## src/rtl/ram_slot_scheduler.sv

```systemverilog
// Shared SRAM bus time-division scheduler: 8 slots per 1 us frame,
// owner chosen one slot ahead, plus the CPU clock enable.
module ram_slot_scheduler #(
  parameter int CLK_MHZ     = 64,
  parameter int SLOT_CYCLES = 8
) (
  input  logic       clock_i,
  input  logic       reset_i,
  input  logic       video_en_i,
  input  logic       cpu_valid_i,
  input  logic       spi_req_i,
  output logic [2:0] grant_o,
  output logic [2:0] slot_o,
  output logic       video_done_o,
  output logic       cpu_done_o,
  output logic       spi_done_o,
  output logic       cpu_clk_en_o
);

  localparam int CW = $clog2(CLK_MHZ);
  localparam int PW = $clog2(SLOT_CYCLES);
  localparam logic [CW-1:0] CNT_MAX = CW'(CLK_MHZ - 1);
  localparam logic [PW-1:0] PH_LAST = PW'(SLOT_CYCLES - 1);
  localparam logic [PW-1:0] PH_DONE = PW'(SLOT_CYCLES - 2);

  typedef enum logic [2:0] {
    IDLE  = 3'b000,
    VIDEO = 3'b001,
    CPU   = 3'b010,
    SPI   = 3'b100
  } own_e;

  generate
    if (CLK_MHZ != 8 * SLOT_CYCLES || SLOT_CYCLES < 4) begin : g_bad_cfg
      $fatal(1, "ram_slot_scheduler: need CLK_MHZ == 8*SLOT_CYCLES, SLOT_CYCLES >= 4");
    end
  endgenerate

  logic [CW-1:0] cnt;
  logic [PW-1:0] phase;
  logic [2:0]    slot;
  logic [2:0]    slot_nxt;
  logic          last_ph;
  logic          vid_slot;
  logic          cpu_slot;
  own_e          state;
  own_e          state_nxt;

  assign last_ph  = (phase == PH_LAST);
  assign slot_nxt = (slot == 3'd7) ? 3'd0 : slot + 3'd1;
  assign vid_slot = (slot_nxt == 3'd0) || (slot_nxt == 3'd1);
  assign cpu_slot = (slot_nxt == 3'd6);

  always_ff @(posedge clock_i or posedge reset_i) begin
    if (reset_i) begin
      cnt   <= '0;
      phase <= '0;
      slot  <= '0;
      state <= IDLE;
    end else begin
      cnt   <= (cnt == CNT_MAX) ? '0 : cnt + 1'b1;
      phase <= last_ph ? '0 : phase + 1'b1;
      if (last_ph) slot <= slot_nxt;
      state <= state_nxt;
    end
  end

  // Owner for the next slot is decided on the last phase of this one.
  always_comb begin
    state_nxt = state;
    if (last_ph) begin
      unique case (1'b1)
        vid_slot: state_nxt = video_en_i  ? VIDEO
                            : spi_req_i   ? SPI : IDLE;
        cpu_slot: state_nxt = cpu_valid_i ? CPU
                            : spi_req_i   ? SPI : IDLE;
        default:  state_nxt = spi_req_i   ? SPI : IDLE;
      endcase
    end
  end

  always_comb begin
    grant_o      = state;
    slot_o       = slot;
    video_done_o = (state == VIDEO) && (phase == PH_DONE);
    cpu_done_o   = (state == CPU)   && (phase == PH_DONE);
    spi_done_o   = (state == SPI)   && (phase == PH_DONE);
    cpu_clk_en_o = (cnt == CNT_MAX);
  end

endmodule

```

## config.mk

```make
export PLATFORM = sky130hd
export DESIGN_NAME = ram_slot_scheduler
export DESIGN_NICKNAME = d
export VERILOG_FILES = /design/src/rtl/ram_slot_scheduler.sv
export SDC_FILE = /design/constraint.sdc
export NUM_CORES = 1
export LEC_CHECK = 0
export CAP_MARGIN = 20
export CORE_ASPECT_RATIO = 0.9
export CORE_MARGIN = 1
export CORE_UTILIZATION = 30
export DETAILED_ROUTE_END_ITERATION = 7
export PLACE_DENSITY = 0.51
export SLEW_MARGIN = 20
export SYNTH_ARGS = -nofsm -noshare
export SYNTH_HDL_FRONTEND = slang
export SYNTH_SLANG_ARGS = --single-unit
```

## constraint.sdc

```tcl
create_clock -name clock_i -period 1.35 [get_ports clock_i]
set_input_delay 0.135 -clock clock_i [delete_from_list [all_inputs] [get_ports clock_i]]
set_output_delay 0.135 -clock clock_i [all_outputs]
set_load 0.05 [all_outputs]
```

==> results by stage, run 1 <==
Logic synthesis:
- After synthesis the cells add up to between 700 and 800 sq um.
- The most frequently used cell type in the post-synthesis netlist is sky130_fd_sc_hd__dfrtp_1.
- Ranked by total cell area, the synthesized netlist is headed by sky130_fd_sc_hd__dfrtp_1 52%, sky130_fd_sc_hd__ha_1 16%, sky130_fd_sc_hd__inv_1 4.1%, sky130_fd_sc_hd__mux2i_1 2.8%, sky130_fd_sc_hd__nand2_1 2.6%.
- Of the total synthesized cell area, the portion taken by AND, OR, NAND and NOR gates is 0.128.
- In this run, synthesis inferred 0 flip-flops with an integrated enable.
- The share of Yosys cell area claimed by the top area cell type is 0.518.
- Counting every instance in the synthesized netlist gives 64.
- Of the total synthesized cell area, the portion taken by full adders, half adders and majority gates is 0.155.
- The most used flip-flop cell after synthesis is sky130_fd_sc_hd__dfrtp_1.
- Of all cell types, the one taking the most synthesized area is sky130_fd_sc_hd__dfrtp_1.
- Synthesis inferred 15 register bits.
- After synthesis, the largest family of logic cells by area is adder cells.
- After synthesis, the most frequently instantiated cells are 15 x sky130_fd_sc_hd__dfrtp_1, 9 x sky130_fd_sc_hd__ha_1, 8 x sky130_fd_sc_hd__inv_1.
- Averaged over all synthesized cells, the footprint is 11.3 sq um.
- The area fraction in compound gates after synthesis is 0.0622.
- Of the total synthesized cell area, the portion taken by XOR and XNOR cells is 0.0363.
- Counting distinct cell types in the post-synthesis netlist gives 21.
- During synthesis, Yosys emitted a total of 0 warnings.
- The share of synthesized registers carrying an async set or reset is 1.00.
- The synthesized netlist net count is between 70 and 80.
- The share of the yosys chip area belonging to registers is 0.518.
- The multiplexer fraction of the synthesized cell area is 0.0432.

Power and ir drop:
- The worst vdd rail ir drop is 0.000363 V.
- The overall power after layout is 0.774 mW.
- The total power density per cell area is about 630 nW/um^2.
- For this design the static power due to leakage is 0.542 nW.

Floorplan:
- 15 I/O pins were placed.
- The number of rows created at floorplan is 16.
- The die height is a little under 50 microns.
- The total die area is around 2600 sq um.
- The overall die width is ~54 microns.
- The core area is 2220 sq um.
- The initial utilization of the core area, before any placement, comes to 0.326.

Outcome:
- The flow ran to the end, but the final reports show violations.
- The checks that failed: negative setup slack.

Clock tree:
- TritonCTS created 3 clock buffers.
- The number of hold buffers added after CTS was 0.
- After clock tree synthesis, the clock-pin slew on the worst setup and hold paths is about 0.10 ns.
- The clock tree root driver cell is sky130_fd_sc_hd__clkbuf_4.
- The clock network latency to the later pin of the worst-skew pair is 0.29 ns.
- The level count of the clock H-tree is 1.
- The TritonCTS clock tree is done.
- The number of clock sinks is 15.
- Counting along the longest clock path gives a buffer depth of 2.

Placed design:
- The HPWL after detailed placement is approximately 1000 microns.
- The weighted congestion at the end of routability-driven global placement is ~0.75.
- Input and output buffers added on the ports amount to 14.
- Summing all placed instances gives a cell area of 1120 sq um.
- The placed instance count is ~110.

Global routing:
- The number of global-route vias before repair was 521.
- The aggregate global-route resource usage is 0.137.
- The aggregate global routing overflow is 0.
- The first global-routing pass estimated between 2000 and 2500 microns of wire.
- The pin count of the biggest net entering global routing is 16.
- The initial antenna violation count was 0.

Critical path:
- The worst reg2reg path startpoint is slot_o[0]$_DFFE_PP0P_.
- The count of buffering cells on the critical path with inverters included is 2.
- The critical path endpoint category is an output port.
- Traced cell by cell, the critical path runs through inv_1 -> ha_2 -> nand2_4 -> nor4b_4 -> buf_12.
- Data on the critical path arrives at its endpoint at 1.44 ns.
- STA classifies the critical path startpoint as a flop.
- The slowest library cell on the worst path is sky130_fd_sc_hd__dfrtp_1.
- The critical path is of the flop to output port type.
- The stage delay of the slowest cell on the critical path is just under 0.4 ns.
- The required time of the worst setup path is between 1 and 1.5 ns.
- The highest net fanout along the worst path is 3.
- Tracing the worst setup path back leads to its startpoint at phase[0]$_DFF_PP0_.
- The top cell family by delay on the critical path is flip-flops.
- The worst-case register-to-register setup slack is 0.01 ns.

Final layout:
- The net count of the finished layout is approximately 110.
- Relative to the synthesized area, the layout overhead comes to 69.6%.
- The count of cells in the finished layout, fillers not included, comes to 120.
- The number of antenna diodes in the final layout is 0.
- The post-route cell area is about 1200 sq um.
- The filler cells instantiated in the layout total between 150 and 200.
- The ratio of cells with drive above 1 in the final layout is 0.495.

STA:
- The post-layout minimum cycle time is 1.57 ns.
- The final worst slack is -0.224 ns.
- The final hold violation count is 0.
- Setup violations remaining at the end of the flow were counted as 3.
- The maximum frequency from static timing analysis is between 0.6 and 0.7 GHz.
- Dividing the final minimum period by the clock period gives 1.17.
- Setup repair after global routing could not meet its margin everywhere.
- The number of max-slew violations in the final report is 0.
- The largest clock skew in the final design is 0.0116 ns.
- The normalized max-slew margin is 0.812.
- The sum of negative setup slack is -0.500 ns.
- For the pin with the worst max-slew slack, the measured transition is about 0.28 ns.

Drt:
- For this block, the via count after detailed routing is between 500 and 600.
- The detailed router finished its first iteration with 6 violations.
- Dividing the detail-routed via count by the number of cells gives approximately 4.6.
- The DRC violation count after routing is 0.
- The average routed wire per standard cell is 11.9 microns.
- The number of antenna-violating nets in the routed design is 0.
- The total length of routed wires is roughly 1400 microns.
- For this run, the detailed router's first-pass iteration total came to 4.

Run:
- The count of max-cap constraint violations is 0.

Min path:
- The type of the most critical hold path is primary input to async pin.
metrics by stage:
stage | hold WS [ns] | util | worst slack, ns
CTS | 0.134 | 0.539 | -0.249
finish | 0.125 | 0.553 | -0.224
global placement | 0.434 | 0.503 | 0.0140
global route | 0.155 | 0.553 | -0.325
floorplan | 0.0361 | - | -0.138
detailed placement | 0.449 | 0.503 | -0.00177
metal layers:
metal | vias up | wire length [microns] | track usage
met5 | - | 0 | 0
met4 | 0 | 35 | 0.0789
met3 | 5 | 53 | 0.0283
met2 | 12 | 648 | 0.181
met1 | 260 | 692 | 0.201
li1 | 275 | - | -
state kept, by name, indices dropped and copies added (netlist names):
name     cells
phase        3
cnt          6
slot_o       3
grant_o      3
placed cells by master (no fill, tap or decap), types with 2 or more instances in the layout:
cell type | Yosys | routed
sky130_fd_sc_hd__buf_12 | 0 | 10
sky130_fd_sc_hd__buf_4 | 0 | 11
sky130_fd_sc_hd__clkbuf_4 | 0 | 3
sky130_fd_sc_hd__clkdlybuf4s50_1 | 0 | 4
sky130_fd_sc_hd__dfrtp_1 | 15 | 9
sky130_fd_sc_hd__dfrtp_2 | 0 | 6
sky130_fd_sc_hd__ha_1 | 9 | 4
sky130_fd_sc_hd__ha_4 | 0 | 4
sky130_fd_sc_hd__inv_1 | 8 | 7
sky130_fd_sc_hd__mux2i_1 | 2 | 2
sky130_fd_sc_hd__nand2_1 | 5 | 3
sky130_fd_sc_hd__nand3_1 | 3 | 3
sky130_fd_sc_hd__nor2_1 | 4 | 4
sky130_fd_sc_hd__nor4_4 | 0 | 2
sky130_fd_sc_hd__o21ai_0 | 3 | 3
sky130_fd_sc_hd__xor2_1 | 2 | 2
power breakdown:
| group | switching [mW] | leakage, nW | internal (mW) |
|---|---|---|---|
| registers | 0.00876 | 0.171 | 0.452 |
| clock network | 0.149 | 0.0177 | 0.110 |
| logic | 0.0254 | 0.354 | 0.0279 |
| total | 0.183 | 0.542 | 0.591 |
cell type report:
| class | instances | area (sq um) | area share |
|---|---|---|---|
| flip-flops and latches | 15 | 383 | 0.312 |
| clock buffers | 3 | 22.5 | 0.0183 |
| inverters | 8 | 30.0 | 0.0244 |
| repair buffers | 26 | 334 | 0.272 |
| well taps | 27 | 33.8 | 0.0275 |
| multi-input cells | 40 | 420 | 0.342 |
| clock inverters | 1 | 5.00 | 0.00407 |
path summary, 6_finish.rpt:
kind	endpoint	cells after the start
max	spi_done_o	5
min	cnt[3]$_DFF_PP0_	3
max reg2reg	grant_o[2]$_DFFE_PP0P_	5
min reg2reg	cnt[4]$_DFF_PP0_	1
max in group asynchronous	grant_o[1]$_DFFE_PP0P_	3
min in group clock_i	grant_o[1]$_DFFE_PP0P_	3
worst register-to-register path, stage by stage, from the launching register on:
cell and delay [ns]:
sky130_fd_sc_hd__dfrtp_2 0.44, sky130_fd_sc_hd__ha_4 0.17, sky130_fd_sc_hd__ha_4 0.22, sky130_fd_sc_hd__inv_2 0.04
sky130_fd_sc_hd__o211ai_1 0.12, sky130_fd_sc_hd__a41o_1 0.23
logic make-up (layout without fill, tap and decap cells):
| logic type | count (synthesis) | count (layout) |
|---|---|---|
| simple gates | 18 | 18 |
| flops | 15 | 15 |
| fa+ha+maj | 9 | 9 |
| buf+inv | 9 | 38 |
| compound gates | 7 | 7 |
| xor+xnor | 3 | 3 |
| mux | 3 | 3 |
what timing repair did:
action / CTS / global route
setup endpoints to repair: 6 / 7
pin swaps: 6 / 3
gates resized for setup: 3 / 3
buffers inserted: 5 / 2
Power figures use the tool's default switching activity.
==> run 2: changes to the inputs <==
--- a/config.mk
+++ b/config.mk
@@ -10,7 +10,6 @@
 export CORE_MARGIN = 1
 export CORE_UTILIZATION = 30
 export DETAILED_ROUTE_END_ITERATION = 7
-export PLACE_DENSITY = 0.51
 export SLEW_MARGIN = 20
 export SYNTH_ARGS = -nofsm -noshare
 export SYNTH_HDL_FRONTEND = slang
==> run 2 against run 1 <==
- the run still ends with negative setup slack left
- routed wire length is 2.8% lower
- maximum frequency up 2.4%
- sequential power hardly changed
- worst setup slack improved by 0.037 ns
- design area fell by 0.31%
- cell count is 2.5% higher
- first-iteration DRC count shrank 50%
- critical path depth is the same
- global-route usage shrank 1.3 points
- critical endpoint unchanged
- largest power group unchanged
==> results by stage, run 2 (synthesis results as in run 1) <==
Critical path:
- The endpoint of the most critical register-to-register path was grant_o[0]$_DFFE_PP0P_ (was grant_o[2]$_DFFE_PP0P_).
- The worst reg2reg path startpoint is phase[0]$_DFF_PP0_ (was slot_o[0]$_DFFE_PP0P_).
- The required time of the worst setup path is 1.22 ns (about the same).
- The kind of start point of the critical path was a flop (unchanged).
- The worst-case register-to-register setup slack is -0.06 ns (was 0.01 ns).
- The class of the most critical setup path is flop to output port (unchanged).
- The critical path endpoint category is an output port (unchanged).
- The data arrival time of the worst path is 1.40 ns (was 1.44 ns).
- The highest net fanout along the worst path is 3 (unchanged).
- The worst reg2reg path depth came to 5 (unchanged).

Drt:
- The iteration count of the initial detailed-routing pass is 2 (was 4).
- The ratio of routed vias to standard cells is 4.41 (was 4.60).
- The total length of routed wires is 1390 microns (was 1430 microns).
- The number of antenna-violating nets in the routed design is 0 (unchanged).
- The DRC violation count after routing was 0 (unchanged).
- The initial DRC count came to 3 (was 6).
- The average routed wire per standard cell was 11.3 microns (was 11.9 microns).
- The total vias in the final route came to 542 (was 552).

STA:
- The largest clock skew in the final design came to 0.00944 ns (was 0.0116 ns).
- The portion of the clock cycle consumed by the worst path in the final layout is 1.14 (was 1.17).
- The actual transition at the worst max-transition pin is 0.297 ns (was 0.281 ns).
- The post-layout minimum cycle time is 1.54 ns (was 1.57 ns).
- The total setup violations reported at the end of the flow is 7 (was 3).
- The final hold violation count is 0 (unchanged).
- The worst hold margin came to 0.151 ns (was 0.125 ns).
- The normalized max-slew margin is 0.802 (was 0.812).
- RSZ-0062 raised after global routing: true (unchanged).
- The number of max-slew violations in the final report is 0 (unchanged).
- The final worst slack came to -0.188 ns (was -0.224 ns).
- The sum of negative setup slack is -0.584 ns (was -0.500 ns).
- The maximum frequency from static timing analysis was 0.650 GHz (was 0.635 GHz).

Final layout:
- The number of flip-flops under the largest register name came to 6 (unchanged).
- The post-route cell area is 1220 sq um (was 1230 sq um).
- Commonest non-fill, non-tap cells in the layout: 15 x sky130_fd_sc_hd__buf_4, 10 x sky130_fd_sc_hd__buf_12, 9 x sky130_fd_sc_hd__dfrtp_1, 7 x sky130_fd_sc_hd__inv_1, 6 x sky130_fd_sc_hd__dfrtp_2 (was 11 x sky130_fd_sc_hd__buf_4, 10 x sky130_fd_sc_hd__buf_12, 9 x sky130_fd_sc_hd__dfrtp_1, 7 x sky130_fd_sc_hd__inv_1, 6 x sky130_fd_sc_hd__dfrtp_2).
- The commonest non-fill, non-tap cell in the layout is sky130_fd_sc_hd__buf_4 (unchanged).
- The ratio of cells with drive above 1 in the final layout was 0.500 (was 0.495).
- The number of filler instances in the final layout is 190 (was 180).
- The antenna diode count is 0 (unchanged).
- The register ranked first by flip-flop count is cnt (unchanged).
- The net count reported at finish is 111 (was 108).
- The count of placed standard cells in the final layout, fillers left out was 123 (was 120).
- The layout overhead on the synthesized area is 69.1% (was 69.6%).

Outcome:
- Failing checks: negative setup slack (unchanged).
- Status: finished with violations (unchanged).

Run:
- The count of max-cap constraint violations came to 0 (unchanged).

Placed design:
- The instance area after placement is 1110 sq um (was 1120 sq um).
- The placed instance count is 108 (was 109).
- The HPWL after detailed placement is 1020 microns (was 1010 microns).
- The weighted congestion at the end of routability-driven global placement was 0.706 (was 0.746).
- The worst-case setup slack after placement came to -0.00748 ns (was -0.00177 ns).
- The number of buffers added on ports is 14 (unchanged).

Clock tree:
- The level count of the clock H-tree came to 1 (unchanged).
- The number of buffers between clock root and the deepest sink is 2 (unchanged).
- The post-CTS clock slew at the launch and capture registers of the worst setup and hold paths is 0.09 ns (was 0.10 ns).
- The CTS buffer count was 3 (unchanged).
- The clock tree root driver cell is sky130_fd_sc_hd__clkbuf_4 (unchanged).
- The TritonCTS clock tree is done (unchanged).
- The clock network latency to the later pin of the worst-skew pair came to 0.27 ns (was 0.29 ns).
- The number of clock sinks is 15 (unchanged).
- The number of buffers added to fix hold violations after cts is 0 (unchanged).

Floorplan:
- The initial core utilization is 0.326 (unchanged).
- The number of rows created at floorplan is 16 (unchanged).
- The overall die width is 53.8 microns (unchanged).
- The total die area is 2620 sq um (unchanged).
- The die height is 48.6 microns (unchanged).
- The core area came to 2220 sq um (unchanged).
- The number of top-level design ports is 15 (unchanged).

Global routing:
- The aggregate global-route resource usage is 0.123 (was 0.137).
- The first-pass GRT wire length is 2370 microns (was 2480 microns).
- The aggregate global routing overflow is 0 (unchanged).
- The number of global-route vias before repair is 558 (was 521).
- The pin count of the biggest net entering global routing is 16 (unchanged).
- The initial antenna violation count is 0 (unchanged).

Min path:
- The type of the most critical hold path is primary input to async pin (unchanged).

Power and ir drop:
- The leakage power came to 0.557 nW (was 0.542 nW).
- The total power density per cell area is 619 nW/um^2 (was 630 nW/um^2).
- The worst vdd rail ir drop was 0.000458 V (was 0.000363 V).
-- run 2: changes by cell type in the layout (fill, tap and decap cells not counted) --
cell,previous run,this run
sky130_fd_sc_hd__o21ai_0,3,1
sky130_fd_sc_hd__buf_4,11,15
sky130_fd_sc_hd__o21ai_1,0,2
sky130_fd_sc_hd__buf_6,1,0
sky130_fd_sc_hd__ha_4,4,2
sky130_fd_sc_hd__ha_2,1,2
sky130_fd_sc_hd__ha_1,4,5
-- run 2: what timing repair did --
action / CTS / global route
pin swaps: 5 / 2
endpoints found under the setup margin: 4 / 11
resized for setup: 2 / 2
setup buffers: 5 / 6
hold endpoints to repair: 0 / 0
-- run 2: routing by layer --
layer,wire length (microns),part of all wire,track usage
met1,605,0.44,0.152
met2,732,0.53,0.206
met3,50,0.036,0.0283
met4,0,0,0.0395
met5,0,0,0
-- run 2: worst max-delay path, stage by stage, from the launching register on --
cell,delay [ns]
sky130_fd_sc_hd__dfrtp_1,0.38
sky130_fd_sc_hd__inv_1,0.06
sky130_fd_sc_hd__ha_2,0.18
sky130_fd_sc_hd__nand2_4,0.08
sky130_fd_sc_hd__nor4b_4,0.26
sky130_fd_sc_hd__buf_12,0.17
-- run 2: area by class of cell --
class / count / area, sq um / area share
multi-input combinational: 40 / 398 / 0.325
sequential: 15 / 383 / 0.313
timing repair buffer: 29 / 353 / 0.288
tap: 27 / 33.8 / 0.0276
inverter: 8 / 30.0 / 0.0245
clock buffer: 3 / 22.5 / 0.0184
clock inverter: 1 / 5.00 / 0.00409
-- run 2: metrics by stage --
step           power (mW)   util
2_1_floorplan       0.491      -
3_3_place_gp        0.523  0.499
6_report            0.758  0.551
3_5_place_dp        0.524  0.499
5_1_grt             0.801  0.551
4_1_cts             0.775  0.530
-- run 2: worst max path at each step --
stage / startpoint / to / slack, ns / depth (start not counted)
global placement: phase[0]$_DFF_PP0_ / video_done_o / 0.03 / 5
finish: phase[0]$_DFF_PP0_ / spi_done_o / -0.19 / 5
CTS: phase[0]$_DFF_PP0_ / spi_done_o / -0.21 / 5
detailed placement: phase[0]$_DFF_PP0_ / video_done_o / -0.007 / 5
floorplan: phase[0]$_DFF_PP0_ / video_done_o / -0.14 / 4
global route: phase[0]$_DFF_PP0_ / spi_done_o / -0.27 / 5
-- run 2: power by group --
part	switching (mW)	internal, mW
combinational	0.0263	0.0299
clock	0.133	0.110
sequential	0.00737	0.452
